**src/rtl/arm_mem_pkg.sv**
```systemverilog
// Shared memory-subsystem definitions: the SRAM bridge state encoding and the
// byte address at which external SRAM begins.
package arm_mem_pkg;

  typedef enum logic [1:0] {
    IDLE = 2'd0,
    LOW  = 2'd1,
    HIGH = 2'd2,
    DONE = 2'd3
  } state_t;

  localparam int unsigned BASE_ADDR_DEFAULT = 32'd1024;

endpackage

```
**src/rtl/sram_controller_if.sv**
```systemverilog
// MEM-stage side of the data-memory port: request levels in, load data and ready out.
interface sram_controller_if;

  // Request is a level (rd_en/wr_en) held by the master until it sees ready=1;
  // ready=1 with a request present marks the single cycle in which the access completes.
  logic        wr_en;
  logic        rd_en;
  logic [31:0] address;
  logic [31:0] write_data;
  logic [31:0] read_data;
  logic        ready;

  modport master (
    output wr_en, rd_en, address, write_data,
    input  read_data, ready
  );

  modport slave (
    input  wr_en, rd_en, address, write_data,
    output read_data, ready
  );

endinterface

```
**src/rtl/sram_controller.sv**
```systemverilog
// Splits each 32-bit MEM-stage access into two timed 16-bit accesses (low half, then
// high half) on an external asynchronous SRAM; ready low freezes the pipeline meanwhile.
module sram_controller
  import arm_mem_pkg::*;
#(
  parameter int unsigned BASE_ADDR   = BASE_ADDR_DEFAULT,
  parameter int unsigned WAIT_CYCLES = 5,
  parameter int unsigned SRAM_AW     = 18,
  parameter int unsigned SRAM_DW     = 16
) (
  input  logic               clk,
  input  logic               rst,
  sram_controller_if.slave   mem,
  output logic [SRAM_AW-1:0] sram_addr,
  output logic [SRAM_DW-1:0] sram_dq_o,
  input  logic [SRAM_DW-1:0] sram_dq_i,
  output logic               sram_dq_oe,
  output logic               sram_we_n,
  output logic               sram_ce_n,
  output logic               sram_oe_n,
  output logic               sram_ub_n,
  output logic               sram_lb_n,
  output state_t             state
);

  localparam int unsigned CW = (WAIT_CYCLES > 1) ? $clog2(WAIT_CYCLES) : 1;
  localparam logic [CW-1:0] CNT_LAST   = CW'(WAIT_CYCLES - 1);
  localparam logic [CW-1:0] CNT_WE_END = CW'(WAIT_CYCLES - 2);
  localparam int unsigned WW = SRAM_AW - 1;

  state_t               state_q, state_d;
  logic [CW-1:0]        cnt_q, cnt_d;
  logic                 op_wr_q, op_wr_d;
  logic [WW-1:0]        word_q, word_d;
  logic [31:0]          wdata_q, wdata_d;
  logic [31:0]          rdata_q, rdata_d;
  logic [SRAM_AW-1:0]   addr_q, addr_d;
  logic [SRAM_DW-1:0]   dq_o_q, dq_o_d;
  logic                 oe_q, oe_d;
  logic                 we_n_q, we_n_d;
  logic [WW-1:0]        word_in;
  logic                 req;

  assign req     = mem.rd_en | mem.wr_en;
  // Offset wraps at 32 bits; address[1:0] falls away with the shift.
  assign word_in = WW'((mem.address - BASE_ADDR) >> 2);

  always_comb begin
    state_d   = state_q;
    cnt_d     = cnt_q;
    op_wr_d   = op_wr_q;
    word_d    = word_q;
    wdata_d   = wdata_q;
    rdata_d   = rdata_q;
    addr_d    = addr_q;
    dq_o_d    = dq_o_q;
    oe_d      = oe_q;
    we_n_d    = we_n_q;
    mem.ready = 1'b0;

    case (state_q)
      IDLE: begin
        mem.ready = ~req;
        if (req) begin
          op_wr_d = mem.wr_en;
          word_d  = word_in;
          wdata_d = mem.write_data;
          state_d = LOW;
          cnt_d   = '0;
          addr_d  = {word_in, 1'b0};
          dq_o_d  = mem.write_data[SRAM_DW-1:0];
          oe_d    = mem.wr_en;
          we_n_d  = ~mem.wr_en;
        end
      end
      LOW: begin
        if (cnt_q == CNT_LAST) begin
          if (!op_wr_q) rdata_d[SRAM_DW-1:0] = sram_dq_i;
          state_d = HIGH;
          cnt_d   = '0;
          addr_d  = {word_q, 1'b1};
          dq_o_d  = wdata_q[2*SRAM_DW-1:SRAM_DW];
          oe_d    = op_wr_q;
          we_n_d  = ~op_wr_q;
        end else begin
          cnt_d = cnt_q + CW'(1);
          // WE rises one cycle before the address moves so data/address hold past it.
          if (cnt_q == CNT_WE_END) we_n_d = 1'b1;
        end
      end
      HIGH: begin
        if (cnt_q == CNT_LAST) begin
          if (!op_wr_q) rdata_d[2*SRAM_DW-1:SRAM_DW] = sram_dq_i;
          state_d = DONE;
          cnt_d   = '0;
          oe_d    = 1'b0;
          we_n_d  = 1'b1;
        end else begin
          cnt_d = cnt_q + CW'(1);
          if (cnt_q == CNT_WE_END) we_n_d = 1'b1;
        end
      end
      DONE: begin
        mem.ready = 1'b1;
        state_d   = IDLE;
      end
      default: state_d = IDLE;
    endcase
  end

  always_ff @(posedge clk) begin
    if (rst) begin
      state_q <= IDLE;
      cnt_q   <= '0;
      op_wr_q <= 1'b0;
      word_q  <= '0;
      wdata_q <= '0;
      rdata_q <= '0;
      addr_q  <= '0;
      dq_o_q  <= '0;
      oe_q    <= 1'b0;
      we_n_q  <= 1'b1;
    end else begin
      state_q <= state_d;
      cnt_q   <= cnt_d;
      op_wr_q <= op_wr_d;
      word_q  <= word_d;
      wdata_q <= wdata_d;
      rdata_q <= rdata_d;
      addr_q  <= addr_d;
      dq_o_q  <= dq_o_d;
      oe_q    <= oe_d;
      we_n_q  <= we_n_d;
    end
  end

  assign mem.read_data = rdata_q;
  assign sram_addr     = addr_q;
  assign sram_dq_o     = dq_o_q;
  assign sram_dq_oe    = oe_q;
  assign sram_we_n     = we_n_q;
  assign sram_ce_n     = 1'b0;
  assign sram_oe_n     = 1'b0;
  assign sram_ub_n     = 1'b0;
  assign sram_lb_n     = 1'b0;
  assign state         = state_q;

endmodule

```
**src/flat_wrapper.sv**
```systemverilog
// flat-port wrapper written by rule: the top's interface ports become plain ports
module sram_controller_flat import arm_mem_pkg::*;
#(
  parameter int unsigned BASE_ADDR   = BASE_ADDR_DEFAULT,
  parameter int unsigned WAIT_CYCLES = 5,
  parameter int unsigned SRAM_AW     = 18,
  parameter int unsigned SRAM_DW     = 16
)
  (clk, rst, sram_addr, sram_dq_o, sram_dq_i, sram_dq_oe, sram_we_n, sram_ce_n, sram_oe_n, sram_ub_n, sram_lb_n, state, mem_wr_en, mem_rd_en, mem_address, mem_write_data, mem_read_data, mem_ready);
  sram_controller_if mem_i ();
  input  logic clk;
  input  logic rst;
  output logic [SRAM_AW-1:0] sram_addr;
  output logic [SRAM_DW-1:0] sram_dq_o;
  input  logic [SRAM_DW-1:0] sram_dq_i;
  output logic sram_dq_oe;
  output logic sram_we_n;
  output logic sram_ce_n;
  output logic sram_oe_n;
  output logic sram_ub_n;
  output logic sram_lb_n;
  output state_t state;
  input wire logic [$bits(mem_i.wr_en)-1:0] mem_wr_en;
  input wire logic [$bits(mem_i.rd_en)-1:0] mem_rd_en;
  input wire logic [$bits(mem_i.address)-1:0] mem_address;
  input wire logic [$bits(mem_i.write_data)-1:0] mem_write_data;
  output wire logic [$bits(mem_i.read_data)-1:0] mem_read_data;
  output wire logic [$bits(mem_i.ready)-1:0] mem_ready;
  assign mem_i.wr_en = mem_wr_en;
  assign mem_i.rd_en = mem_rd_en;
  assign mem_i.address = mem_address;
  assign mem_i.write_data = mem_write_data;
  assign mem_read_data = mem_i.read_data;
  assign mem_ready = mem_i.ready;
  sram_controller #(.BASE_ADDR(BASE_ADDR), .WAIT_CYCLES(WAIT_CYCLES), .SRAM_AW(SRAM_AW), .SRAM_DW(SRAM_DW)) u_core (.clk(clk), .rst(rst), .mem(mem_i), .sram_addr(sram_addr), .sram_dq_o(sram_dq_o), .sram_dq_i(sram_dq_i), .sram_dq_oe(sram_dq_oe), .sram_we_n(sram_we_n), .sram_ce_n(sram_ce_n), .sram_oe_n(sram_oe_n), .sram_ub_n(sram_ub_n), .sram_lb_n(sram_lb_n), .state(state));
endmodule
```
**config.mk**
```make
export PLATFORM = sky130hd
export DESIGN_NAME = sram_controller_flat
export DESIGN_NICKNAME = d
export VERILOG_FILES = /design/src/rtl/arm_mem_pkg.sv /design/src/rtl/sram_controller_if.sv /design/src/rtl/sram_controller.sv /design/src/flat_wrapper.sv
export SDC_FILE = /design/constraint.sdc
export NUM_CORES = 1
export LEC_CHECK = 0
export ABC_AREA = 1
export CORE_MARGIN = 1.5
export CORE_UTILIZATION = 44
export CTS_CLUSTER_DIAMETER = 100
export DETAILED_ROUTE_END_ITERATION = 16
export PLACE_DENSITY_LB_ADDON = 0.08
export SLEW_MARGIN = 5
export SYNTH_ARGS = -nofsm -noshare
export SYNTH_HDL_FRONTEND = slang
export SYNTH_SLANG_ARGS = --single-unit
```
**constraint.sdc**
```tcl
create_clock -name clk -period 1.88 [get_ports clk]
set_input_delay 0.564 -clock clk [delete_from_list [all_inputs] [get_ports clk]]
set_output_delay 0.564 -clock clk [all_outputs]
set_load 0.005 [all_outputs]
```
==> reports/qor.json, run 1 <==
{
  "worst_setup_path": {
    "critical_path_required_ps": 1320,
    "slowest_stage": "sky130_fd_sc_hd__clkdlybuf4s50_1",
    "worst-endpoint-arrival_ps": 1260,
    "worstPathCellList": "clkdlybuf4s50_1",
    "critical_path.max_fanout": 2,
    "critical_path.endpoint_type": "output port",
    "path_buf_inv": 1,
    "cell_class_contributing_the_biggest_share_of_worst_path_delay": "buffers and inverters",
    "setup.worst_path.start_class": "register",
    "cp_slowest_stage_delay_ps": 510,
    "path_class": "register to output port"
  },
  "power": {
    "post_route_total_power_mw": 8.00,
    "irDropWorstVdd_v": 0.000846,
    "cellPowerDensity_nw_per_um2": 1220,
    "power.static_leakage_nw": 2.87
  },
  "logic_synthesis": {
    "synth_most_common_cell": "sky130_fd_sc_hd__nor2_1",
    "post-synth-top-area-cell": "sky130_fd_sc_hd__dfxtp_1",
    "synth_enable_flop_cells": 0,
    "synth.top_cells.by_count": "sky130_fd_sc_hd__nor2_1, sky130_fd_sc_hd__o21ai_0, sky130_fd_sc_hd__dfxtp_1, sky130_fd_sc_hd__nand2_1, sky130_fd_sc_hd__inv_1",
    "syn-mean-instance-area_um2": 7.05,
    "yosysWarnings": 0,
    "synth-seq-cells": 107,
    "yosys.area.top_type_share": 0.465,
    "synth_cell_type_count": 28,
    "synth-seq-area-share": 0.465,
    "synth-async-reset-ratio": 0,
    "synth.top_cells.by_area": "sky130_fd_sc_hd__dfxtp_1, sky130_fd_sc_hd__o21ai_0, sky130_fd_sc_hd__nor2_1, sky130_fd_sc_hd__nand2_1, sky130_fd_sc_hd__inv_1",
    "ys_dominant_reg_cell": "sky130_fd_sc_hd__dfxtp_1",
    "post_synth_instance_area_um2": 4610,
    "synthesis.instances": 654
  },
  "finish": {
    "layout.cell_area.non_filler_um2": 6560,
    "finalNetCount": 898,
    "antenna-diode-count": 0,
    "fillers": 905,
    "drive_gt1_frac": 0.0878,
    "post_layout_nonfiller_instances": 945,
    "area.growth.synth_to_final_pct": 42.2
  },
  "floorplanning": {
    "placement_rows": 37,
    "width_of_the_die_um": 105,
    "core_area_um2": 10200,
    "die_area_um2": 11100,
    "initial_core_util": 0.451,
    "io_pins": 159,
    "fp.dieH_um": 105
  },
  "timing": {
    "fin_crit_ps": 1820,
    "largest_clock_skew_in_the_final_design_ps": 11.6,
    "timing.final.hold_violations": 0,
    "maxClockFrequency_mhz": 549,
    "setup_repair_after_global_routing_missed_its_margin": "false",
    "min_period_over_period": 0.969,
    "drv_slew": 0,
    "final.setup.worst_slack_ps": 59.1,
    "setup_viol_count_final": 0
  },
  "grt": {
    "grt_pass1_wl_um": 18700,
    "maximum_number_of_pins_on_one_net_before_global_route_repair": 48,
    "number_of_antenna_violations_at_the_first_check_in_global_routing": 0,
    "gr-total-overflow": 0,
    "vias_in_the_first_global_route": 4214,
    "grt_util_all_layers": 0.210
  },
  "clock_tree": {
    "cts.reportedPaths.clkPinSlew_ps": 100,
    "cts_sinks": 107,
    "clock-root-buffer": "sky130_fd_sc_hd__clkbuf_8",
    "cts_hold_buf": 0,
    "ctsHtreeMaxLevel": 3,
    "cts_buffer_count": 9,
    "cts_tree": "built",
    "clk_path_buf_depth": 2,
    "clock_latency_on_the_worst_skew_pair_ps": 370
  },
  "placed_design": {
    "gp_congestion": 0.852,
    "post-dp-hpwl_um": 8310,
    "placement.cell_area_um2": 6310,
    "post-place-cells": 925,
    "dp_slack_ps": -468,
    "io_buffers": 139
  },
  "job": {
    "max_cap_viol_count": 0
  },
  "routing": {
    "drt_first_iter_violations": 181,
    "vias_per_cell": 4.79,
    "post_drt_wl_per_cell_um": 12.2,
    "detailroute.via_count": 4529,
    "drt.antenna.violating_nets": 0,
    "detail_route.wirelength_um": 11500,
    "first_pass_iters": 4,
    "detail_route.drc_violations": 0
  },
  "outcome": {
    "run_status": "finished clean"
  },
  "hold_path": {
    "min-delay-path-class": "register to register"
  }
}
==> per-layer routing <==
metal  track usage  wire length, µm  part of all wire  up-vias
li1              -                -                 -     2343
met1         0.240             4930              0.43     2044
met2         0.360             5460              0.47      120
met3        0.0581              847             0.073       22
met4         0.101              308             0.027        0
met5             0                0                 0        -
==> area by class of cell <==
class	count	area [µm²]	area share
clock buffers	10	128	0.0195
flip-flops and latches	107	2140	0.327
clock inverters	5	65.1	0.00992
well taps	136	170	0.0260
repair buffers	177	1750	0.266
inverters	77	289	0.0441
multi-input cells	433	2010	0.307
==> timing repair <==
item	in CTS	in global routing
buffers inserted	5	0
gates cloned	0	0
pin swaps	1	0
gates resized for setup	12	4
endpoints found under the setup margin	3	5
==> state kept, by name (all words and copies together) (netlist names) <==
register / count
u_core.sram_dq_oe: 1
u_core.sram_addr: 18
u_core.op_wr_q: 1
u_core.sram_dq_o: 16
u_core.state: 2
u_core.mem.read_data: 32
u_core.cnt_q: 3
u_core.word_q: 17
u_core.wdata_q: 16
u_core.sram_we_n: 1
==> layout by cell type (no fill, tap or decap), types with 3 or more instances in the layout <==
cell type and count:
sky130_fd_sc_hd__clkdlybuf4s50_1 134, sky130_fd_sc_hd__nor2_1 126, sky130_fd_sc_hd__o21ai_0 109, sky130_fd_sc_hd__nand2_1 106, sky130_fd_sc_hd__dfxtp_1 105, sky130_fd_sc_hd__inv_1 70
sky130_fd_sc_hd__a21oi_1 53, sky130_fd_sc_hd__buf_4 31, sky130_fd_sc_hd__clkbuf_8 9, sky130_fd_sc_hd__inv_2 7, sky130_fd_sc_hd__ha_1 7, sky130_fd_sc_hd__nand3_1 6
sky130_fd_sc_hd__buf_12 6, sky130_fd_sc_hd__conb_1 4, sky130_fd_sc_hd__clkinv_4 4, sky130_fd_sc_hd__dlygate4sd2_1 4, sky130_fd_sc_hd__xor2_1 3, sky130_fd_sc_hd__o21ai_1 3
==> report_power, final <==
part           internal, mW  switching [mW]  leakage (nW)  total (mW)
Sequential             2.86           0.297         0.880        3.16
Clock                 0.619           0.784        0.0965        1.40
Combinational          1.66            1.78          1.89        3.44
==> per-stage QoR <==
stage	TNS, ps	util	hold slack (ps)
after floorplan	0	-	424
after global placement	-6310	0.617	431
after detailed placement	-7780	0.617	438
after CTS	0	0.640	453
after global routing	0	0.641	465
final	0	0.641	447
==> cell families after synthesis <==
group | Yosys count | share of synthesized area
AO/OA/AOI/OAI | 170 | 0.189
AND/OR/NAND/NOR | 247 | 0.208
XOR/XNOR | 3 | 0.00570
flip-flops | 107 | 0.465
adder cells (fa/ha/maj) | 9 | 0.0244
buffers and inverters | 117 | 0.107
other | 1 | 0.000813
==> final timing paths <==
path	slack, ps	to	cells after the start	start
hold / removal	450	u_core.sram_dq_o[10]	2	u_core.sram_dq_o[10]
setup / recovery	60	sram_dq_o[7]	1	u_core.sram_dq_o[7]
setup reg to reg	160	u_core.mem.read_data[7]	9	u_core.state[1]
hold reg to reg	450	u_core.sram_dq_o[10]	2	u_core.sram_dq_o[10]
Note: power is estimated with default switching activity, not from simulation.
==> run 2, diff against run 1 <==
--- a/config.mk
+++ b/config.mk
@@ -6,10 +6,10 @@
 export NUM_CORES = 1
 export LEC_CHECK = 0
 export ABC_AREA = 1
-export CORE_MARGIN = 1.5
 export CORE_UTILIZATION = 44
 export CTS_CLUSTER_DIAMETER = 100
 export DETAILED_ROUTE_END_ITERATION = 16
+export HOLD_SLACK_MARGIN = 0.02
 export PLACE_DENSITY_LB_ADDON = 0.08
 export SLEW_MARGIN = 5
 export SYNTH_ARGS = -nofsm -noshare
==> reports/qor.json, run 2 (same netlist as run 1, synthesis figures left out) <==
{
  "timing": {
    "timing.final.hold_violations": {"value": 0, "change": "unchanged"},
    "maxClockFrequency": {"value": 546, "unit": "MHz", "change": "-0.49%"},
    "fin_crit": {"value": 1830, "unit": "ps", "change": "+8.92 ps"},
    "drv_slew": {"value": 0, "change": "unchanged"},
    "final.setup.worst_slack": {"value": 50.2, "unit": "ps", "change": "-8.92 ps"},
    "largest_clock_skew_in_the_final_design": {"value": 13.4, "unit": "ps", "change": "+1.81 ps"},
    "setup_viol_count_final": {"value": 0, "change": "unchanged"},
    "min_period_over_period": {"value": 0.973, "change": "+0.00475"},
    "setup_repair_after_global_routing_missed_its_margin": "false"
  },
  "grt": {
    "grt_util_met2": {"value": 0.351, "change": "-0.00942"},
    "grt_pass1_wl": {"value": 18500, "unit": "µm", "change": "-1.2%"},
    "gr-total-overflow": {"value": 0, "change": "unchanged"},
    "number_of_antenna_violations_at_the_first_check_in_global_routing": {"value": 0, "change": "unchanged"},
    "vias_in_the_first_global_route": {"value": 4244, "change": "+0.71%"},
    "global_route.usage.met1": {"value": 0.247, "change": "+0.00638"},
    "maximum_number_of_pins_on_one_net_before_global_route_repair": {"value": 46, "change": "-4.2%"},
    "grt_util_all_layers": {"value": 0.210, "change": "+0.000590"},
    "grt_util_met3": {"value": 0.0595, "change": "+0.00139"},
    "grt_most_used_layer": "met2"
  },
  "floorplanning": {
    "width_of_the_die": {"value": 104, "unit": "µm", "change": "-0.95%"},
    "io_pins": {"value": 159, "change": "unchanged"},
    "placement_rows": {"value": 37, "change": "unchanged"},
    "die_area": {"value": 10900, "unit": "µm²", "change": "-1.9%"},
    "fp.dieH": {"value": 104, "unit": "µm", "change": "-0.95%"},
    "initial_core_util": {"value": 0.451, "change": "unchanged"},
    "core_area": {"value": 10200, "unit": "µm²", "change": "unchanged"}
  },
  "clock_tree": {
    "clock_latency_on_the_worst_skew_pair": {"value": 380, "unit": "ps", "change": "about the same"},
    "cts.reportedPaths.clkPinSlew": {"value": 100, "unit": "ps", "change": "about the same"},
    "cts_tree": "built",
    "clock-root-buffer": "sky130_fd_sc_hd__clkbuf_8",
    "ctsHtreeMaxLevel": {"value": 3, "change": "unchanged"},
    "cts_hold_buf": {"value": 0, "change": "unchanged"},
    "clk_path_buf_depth": {"value": 2, "change": "unchanged"},
    "cts_buffer_count": {"value": 9, "change": "unchanged"},
    "cts_sinks": {"value": 107, "change": "unchanged"}
  },
  "power": {
    "cellPowerDensity": {"value": 1220, "unit": "nW/µm²", "change": "about the same"},
    "irDropWorstVdd": {"value": 0.000659, "unit": "V", "change": "-22%"},
    "power.static_leakage": {"value": 2.84, "unit": "nW", "change": "-0.82%"}
  },
  "worst_setup_path": {
    "worstPathCellList": "buf_4 -> ha_1 -> inv_1 -> a21oi_2 -> buf_2",
    "regToRegEndpoint": "u_core.mem.read_data[8]",
    "worstSetupEndpoint": "mem_ready",
    "critical_path_required": {"value": 1320, "unit": "ps", "change": "about the same"},
    "timing.reg2reg.setup_slack": {"value": 160, "unit": "ps", "change": "about the same"},
    "path_class": "register to output port",
    "worst-endpoint-arrival": {"value": 1270, "unit": "ps", "change": "about the same"},
    "worst_r2r_path_depth": {"value": 9, "change": "unchanged"},
    "setup.worst_path.start_class": "register",
    "critical_path.max_fanout": {"value": 4, "change": "+2"},
    "slowest_stage": "sky130_fd_sc_hd__dfxtp_2",
    "cp_slowest_stage_delay": {"value": 340, "unit": "ps", "change": "-170 ps"},
    "critical_path.endpoint_type": "output port",
    "rr_startpoint": "u_core.state[1]",
    "crit_startpoint": "u_core.state[0]"
  },
  "placed_design": {
    "post-dp-hpwl": {"value": 7990, "unit": "µm", "change": "-3.8%"},
    "post-place-cells": {"value": 920, "change": "-0.54%"},
    "io_buffers": {"value": 139, "change": "unchanged"},
    "dp_slack": {"value": -512, "unit": "ps", "change": "-44.2 ps"},
    "gp_congestion": {"value": 0.856, "change": "+0.42%"},
    "placement.cell_area": {"value": 6270, "unit": "µm²", "change": "-0.59%"}
  },
  "routing": {
    "post_drt_wl_per_cell": {"value": 12.1, "unit": "µm", "change": "-1.3%"},
    "detail_route.drc_violations": {"value": 0, "change": "unchanged"},
    "detailroute.via_count": {"value": 4477, "change": "-1.1%"},
    "drt_first_iter_violations": {"value": 116, "change": "-36%"},
    "detail_route.wirelength": {"value": 11300, "unit": "µm", "change": "-2.2%"},
    "vias_per_cell": {"value": 4.78, "change": "-0.20%"},
    "first_pass_iters": {"value": 6, "change": "+2"},
    "drt.antenna.violating_nets": {"value": 0, "change": "unchanged"}
  },
  "finish": {
    "mostFrequentLayoutCell": "sky130_fd_sc_hd__clkdlybuf4s50_1",
    "flip_flop_count_of_the_largest_register_after_layout": {"value": 32, "change": "unchanged"},
    "drive_gt1_frac": {"value": 0.0800, "change": "-0.00776"},
    "finalNetCount": {"value": 888, "change": "-1.1%"},
    "post_layout_nonfiller_instances": {"value": 936, "change": "-0.95%"},
    "layout.cell_area.non_filler": {"value": 6470, "unit": "µm²", "change": "-1.2%"},
    "most-common-layout-cells": "sky130_fd_sc_hd__clkdlybuf4s50_1, sky130_fd_sc_hd__nor2_1, sky130_fd_sc_hd__o21ai_0",
    "area.growth.synth_to_final_pct": 40.4,
    "antenna-diode-count": {"value": 0, "change": "unchanged"}
  },
  "hold_path": {
    "min-delay-path-class": "register to register"
  },
  "outcome": {
    "run_status": "finished clean"
  },
  "job": {
    "max_cap_viol_count": {"value": 0, "change": "unchanged"}
  }
}
==> run 2: what timing repair did <==
item,in CTS,in global routing
gates cloned,0,0
endpoints found under the setup margin,3,4
resized for setup,12,8
buffers inserted,0,0
pin swaps,1,1
==> run 2: final cells by class <==
type | instances | area (µm²)
fillers | 947 | 3760
flip-flops and latches | 107 | 2140
multi-input cells | 433 | 2020
repair buffers | 167 | 1680
inverters | 77 | 289
well taps | 136 | 170
clock buffers | 10 | 128
clock inverters | 6 | 50.0
==> run 2: how the worst min path moves through the flow <==
stage,from,to,slack [ps],cells after the start
2_1_floorplan,u_core.word_q[10],u_core.word_q[10],420,2
3_3_place_gp,u_core.sram_dq_o[13],u_core.sram_dq_o[13],430,2
3_5_place_dp,u_core.sram_dq_o[7],u_core.sram_dq_o[7],430,2
4_1_cts,u_core.sram_dq_o[7],u_core.sram_dq_o[7],450,2
5_1_grt,u_core.sram_dq_o[6],u_core.sram_dq_o[6],480,2
6_report,u_core.sram_addr[7],u_core.sram_addr[7],450,2
==> run 2: where the power goes <==
group | switching [mW] | leakage [nW] | total (mW) | internal (mW)
Clock | 0.824 | 0.0888 | 1.32 | 0.500
Sequential | 0.295 | 0.880 | 3.16 | 2.86
Combinational | 1.79 | 1.87 | 3.43 | 1.64
==> run 2: per-stage QoR <==
stage | util | total power, mW | hold WS, ps | setup TNS [ps]
2_1_floorplan | - | 5.10 | 424 | 0
3_3_place_gp | 0.613 | 6.52 | 430 | -5140
3_5_place_dp | 0.613 | 6.62 | 434 | -8460
4_1_cts | 0.630 | 7.94 | 451 | -15.5
5_1_grt | 0.633 | 8.53 | 477 | 0
6_report | 0.633 | 7.91 | 447 | 0
==> run 2: layer usage <==
metal	share of wire	up-vias
met1	0.45	2019
met4	0.023	0
met5	0	-
met3	0.064	22
met2	0.46	110
li1	-	2326
==> run 2: critical path: cells and delay by family, from the launching register on <==
kind,cells,cell delay [ps]
flops,1,340
fa+ha+maj,1,190
compound gates,1,50
buf+inv,3,330
==> run 3, diff against run 2 <==
==> constraint.sdc (replaced) <==
create_clock -name clk -period 1.95 [get_ports clk]
set_input_delay 0.585 -clock clk [delete_from_list [all_inputs] [get_ports clk]]
set_output_delay 0.585 -clock clk [all_outputs]
set_load 0.005 [all_outputs]
==> reports/qor.json, run 3 (same netlist as run 1, synthesis figures left out) <==
{
  "worst_setup_path": {
    "critical_path.max_fanout": {"value": 3, "change": "-1"},
    "slowest_stage": "sky130_fd_sc_hd__clkdlybuf4s50_1",
    "path_class": "register to output port",
    "cp.depth": {"value": 2, "change": "-3"},
    "cp_slowest_stage_delay": {"value": 490, "unit": "ps", "change": "+150 ps"},
    "worst-endpoint-arrival": {"value": 1310, "unit": "ps", "change": "+40 ps"},
    "worst_r2r_path_depth": {"value": 9, "change": "unchanged"},
    "setup.worst_path.start_class": "register",
    "cell_class_contributing_the_biggest_share_of_worst_path_delay": "buffers and inverters",
    "path_buf_inv": {"value": 2, "change": "-1"},
    "critical_path.endpoint_type": "output port",
    "timing.reg2reg.setup_slack": {"value": 190, "unit": "ps", "change": "+30 ps"},
    "critical_path_required": {"value": 1360, "unit": "ps", "change": "+40 ps"},
    "worstPathCellList": "buf_4 -> clkdlybuf4s50_1"
  },
  "timing": {
    "totalNegativeSetupSlack": {"value": 0, "unit": "ps", "change": "unchanged"},
    "largest_clock_skew_in_the_final_design": {"value": 16.9, "unit": "ps", "change": "+3.58 ps"},
    "hold-worst-slack": {"value": 445, "unit": "ps", "change": "-1.58 ps"},
    "drv_slew": {"value": 0, "change": "unchanged"},
    "final.setup.worst_slack": {"value": 50.3, "unit": "ps", "change": "+0.179 ps"},
    "setup_viol_count_final": {"value": 0, "change": "unchanged"},
    "min_period_over_period": 0.974,
    "maxClockFrequency_mhz": 526,
    "timing.final.hold_violations": {"value": 0, "change": "unchanged"},
    "fin_crit_ps": 1900
  },
  "power": {
    "cellPowerDensity": {"value": 1180, "unit": "nW/µm²", "change": "-3.6%"},
    "power.static_leakage": {"value": 2.84, "unit": "nW", "change": "about the same"},
    "irDropWorstVdd": {"value": 0.000612, "unit": "V", "change": "-7.0%"},
    "post_route_total_power": {"value": 7.65, "unit": "mW", "change": "-3.3%"}
  },
  "finish": {
    "post_layout_nonfiller_instances": {"value": 941, "change": "+0.53%"},
    "antenna-diode-count": {"value": 0, "change": "unchanged"},
    "finalNetCount": {"value": 893, "change": "+0.56%"},
    "flip_flop_count_of_the_largest_register_after_layout": {"value": 32, "change": "unchanged"},
    "most-common-layout-cells": "sky130_fd_sc_hd__clkdlybuf4s50_1, sky130_fd_sc_hd__nor2_1, sky130_fd_sc_hd__o21ai_0",
    "area.growth.synth_to_final_pct": 40.8,
    "mostFrequentLayoutCell": "sky130_fd_sc_hd__clkdlybuf4s50_1",
    "fin_util": {"value": 0.635, "change": "+0.00183"},
    "drive_gt1_frac": {"value": 0.0832, "change": "+0.00323"},
    "fillers": {"value": 955, "change": "+0.84%"},
    "layout.cell_area.non_filler": {"value": 6490, "unit": "µm²", "change": "+0.29%"}
  },
  "job": {
    "max_cap_viol_count": {"value": 0, "change": "unchanged"}
  },
  "routing": {
    "post_drt_wl_per_cell": {"value": 12.1, "unit": "µm", "change": "about the same"},
    "detail_route.drc_violations": {"value": 0, "change": "unchanged"},
    "detail_route.wirelength": {"value": 11300, "unit": "µm", "change": "+0.52%"},
    "vias_per_cell": {"value": 4.76, "change": "-0.49%"},
    "drt_first_iter_violations": {"value": 178, "change": "+53%"},
    "first_pass_iters": {"value": 4, "change": "-2"},
    "detailroute.via_count": {"value": 4479, "change": "+0.045%"},
    "drt.antenna.violating_nets": {"value": 0, "change": "unchanged"}
  },
  "floorplanning": {
    "width_of_the_die": {"value": 104, "unit": "µm", "change": "unchanged"},
    "die_area": {"value": 10900, "unit": "µm²", "change": "unchanged"},
    "io_pins": {"value": 159, "change": "unchanged"},
    "core_area": {"value": 10200, "unit": "µm²", "change": "unchanged"},
    "placement_rows": {"value": 37, "change": "unchanged"},
    "fp.dieH": {"value": 104, "unit": "µm", "change": "unchanged"},
    "initial_core_util": {"value": 0.451, "change": "unchanged"}
  },
  "hold_path": {
    "min-delay-path-class": "register to register",
    "min_delay_path_depth": {"value": 2, "change": "unchanged"}
  },
  "grt": {
    "global_route.usage.met1": {"value": 0.247, "change": "+0.000393"},
    "grt_util_all_layers": {"value": 0.210, "change": "-0.000672"},
    "grt_pass1_wl": {"value": 18800, "unit": "µm", "change": "+1.4%"},
    "gr-total-overflow": {"value": 0, "change": "unchanged"},
    "grt_util_met3": {"value": 0.0645, "change": "+0.00501"},
    "vias_in_the_first_global_route": {"value": 4271, "change": "+0.64%"},
    "number_of_antenna_violations_at_the_first_check_in_global_routing": {"value": 0, "change": "unchanged"},
    "grt_util_met2": {"value": 0.356, "change": "+0.00520"},
    "grt_most_used_layer": "met2",
    "maximum_number_of_pins_on_one_net_before_global_route_repair": {"value": 52, "change": "+13%"}
  },
  "placed_design": {
    "post-place-cells": {"value": 920, "change": "unchanged"},
    "dp_slack": {"value": -472, "unit": "ps", "change": "+40.3 ps"},
    "gp_congestion": {"value": 0.878, "change": "+2.7%"},
    "io_buffers": {"value": 139, "change": "unchanged"},
    "placement.cell_area": {"value": 6250, "unit": "µm²", "change": "-0.40%"},
    "post-dp-hpwl": {"value": 8090, "unit": "µm", "change": "+1.3%"}
  },
  "clock_tree": {
    "clock_latency_on_the_worst_skew_pair": {"value": 370, "unit": "ps", "change": "about the same"},
    "clk_path_buf_depth": {"value": 2, "change": "unchanged"},
    "cts_tree": "built",
    "ctsHtreeMaxLevel": {"value": 3, "change": "unchanged"},
    "cts_buffer_count": {"value": 9, "change": "unchanged"},
    "clock-root-buffer": "sky130_fd_sc_hd__clkbuf_8",
    "cts.reportedPaths.clkPinSlew": {"value": 100, "unit": "ps", "change": "about the same"},
    "cts_sinks": {"value": 107, "change": "unchanged"}
  },
  "outcome": {
    "run_status": "finished clean"
  }
}
-- run 3: final timing paths --
check / from / end
max: u_core.state[1] / state[1]
min: u_core.sram_addr[7] / u_core.sram_addr[7]
max reg2reg: u_core.state[1] / u_core.mem.read_data[6]
min reg2reg: u_core.sram_addr[7] / u_core.sram_addr[7]
-- run 3: area by class of cell --
| type | instances | area, µm² | share of cell area |
|---|---|---|---|
| clock buffers | 10 | 138 | 0.0212 |
| clock inverters | 6 | 55.1 | 0.00848 |
| inverters | 77 | 289 | 0.0445 |
| multi-input cells | 433 | 2010 | 0.310 |
| flip-flops and latches | 107 | 2140 | 0.330 |
| well taps | 136 | 170 | 0.0262 |
| repair buffers | 172 | 1680 | 0.259 |
-- run 3: worst min-delay path, cell delays in order (launching register included) --
cell and delay [ps]:
sky130_fd_sc_hd__dfxtp_1 320, sky130_fd_sc_hd__inv_1 50, sky130_fd_sc_hd__a21oi_1 50
-- run 3: routing by layer --
metal / wire [µm] / part of all wire / up-vias
met5: 0 / 0 / -
li1: - / - / 2336
met4: 214 / 0.019 / 0
met1: 5040 / 0.44 / 2014
met2: 5290 / 0.47 / 112
met3: 806 / 0.071 / 17
-- run 3: power breakdown --
part	internal, mW	leakage (nW)	switching (mW)
logic	1.57	1.86	1.71
registers	2.76	0.880	0.277
clock network	0.526	0.0994	0.809
-- run 3: timing repair --
item                                    in CTS  in global routing
resized for setup                           11                  2
endpoints found under the setup margin       2                  2
buffers inserted                             5                  0
pin swaps                                    1                  0
hold buffers                                 0                  0
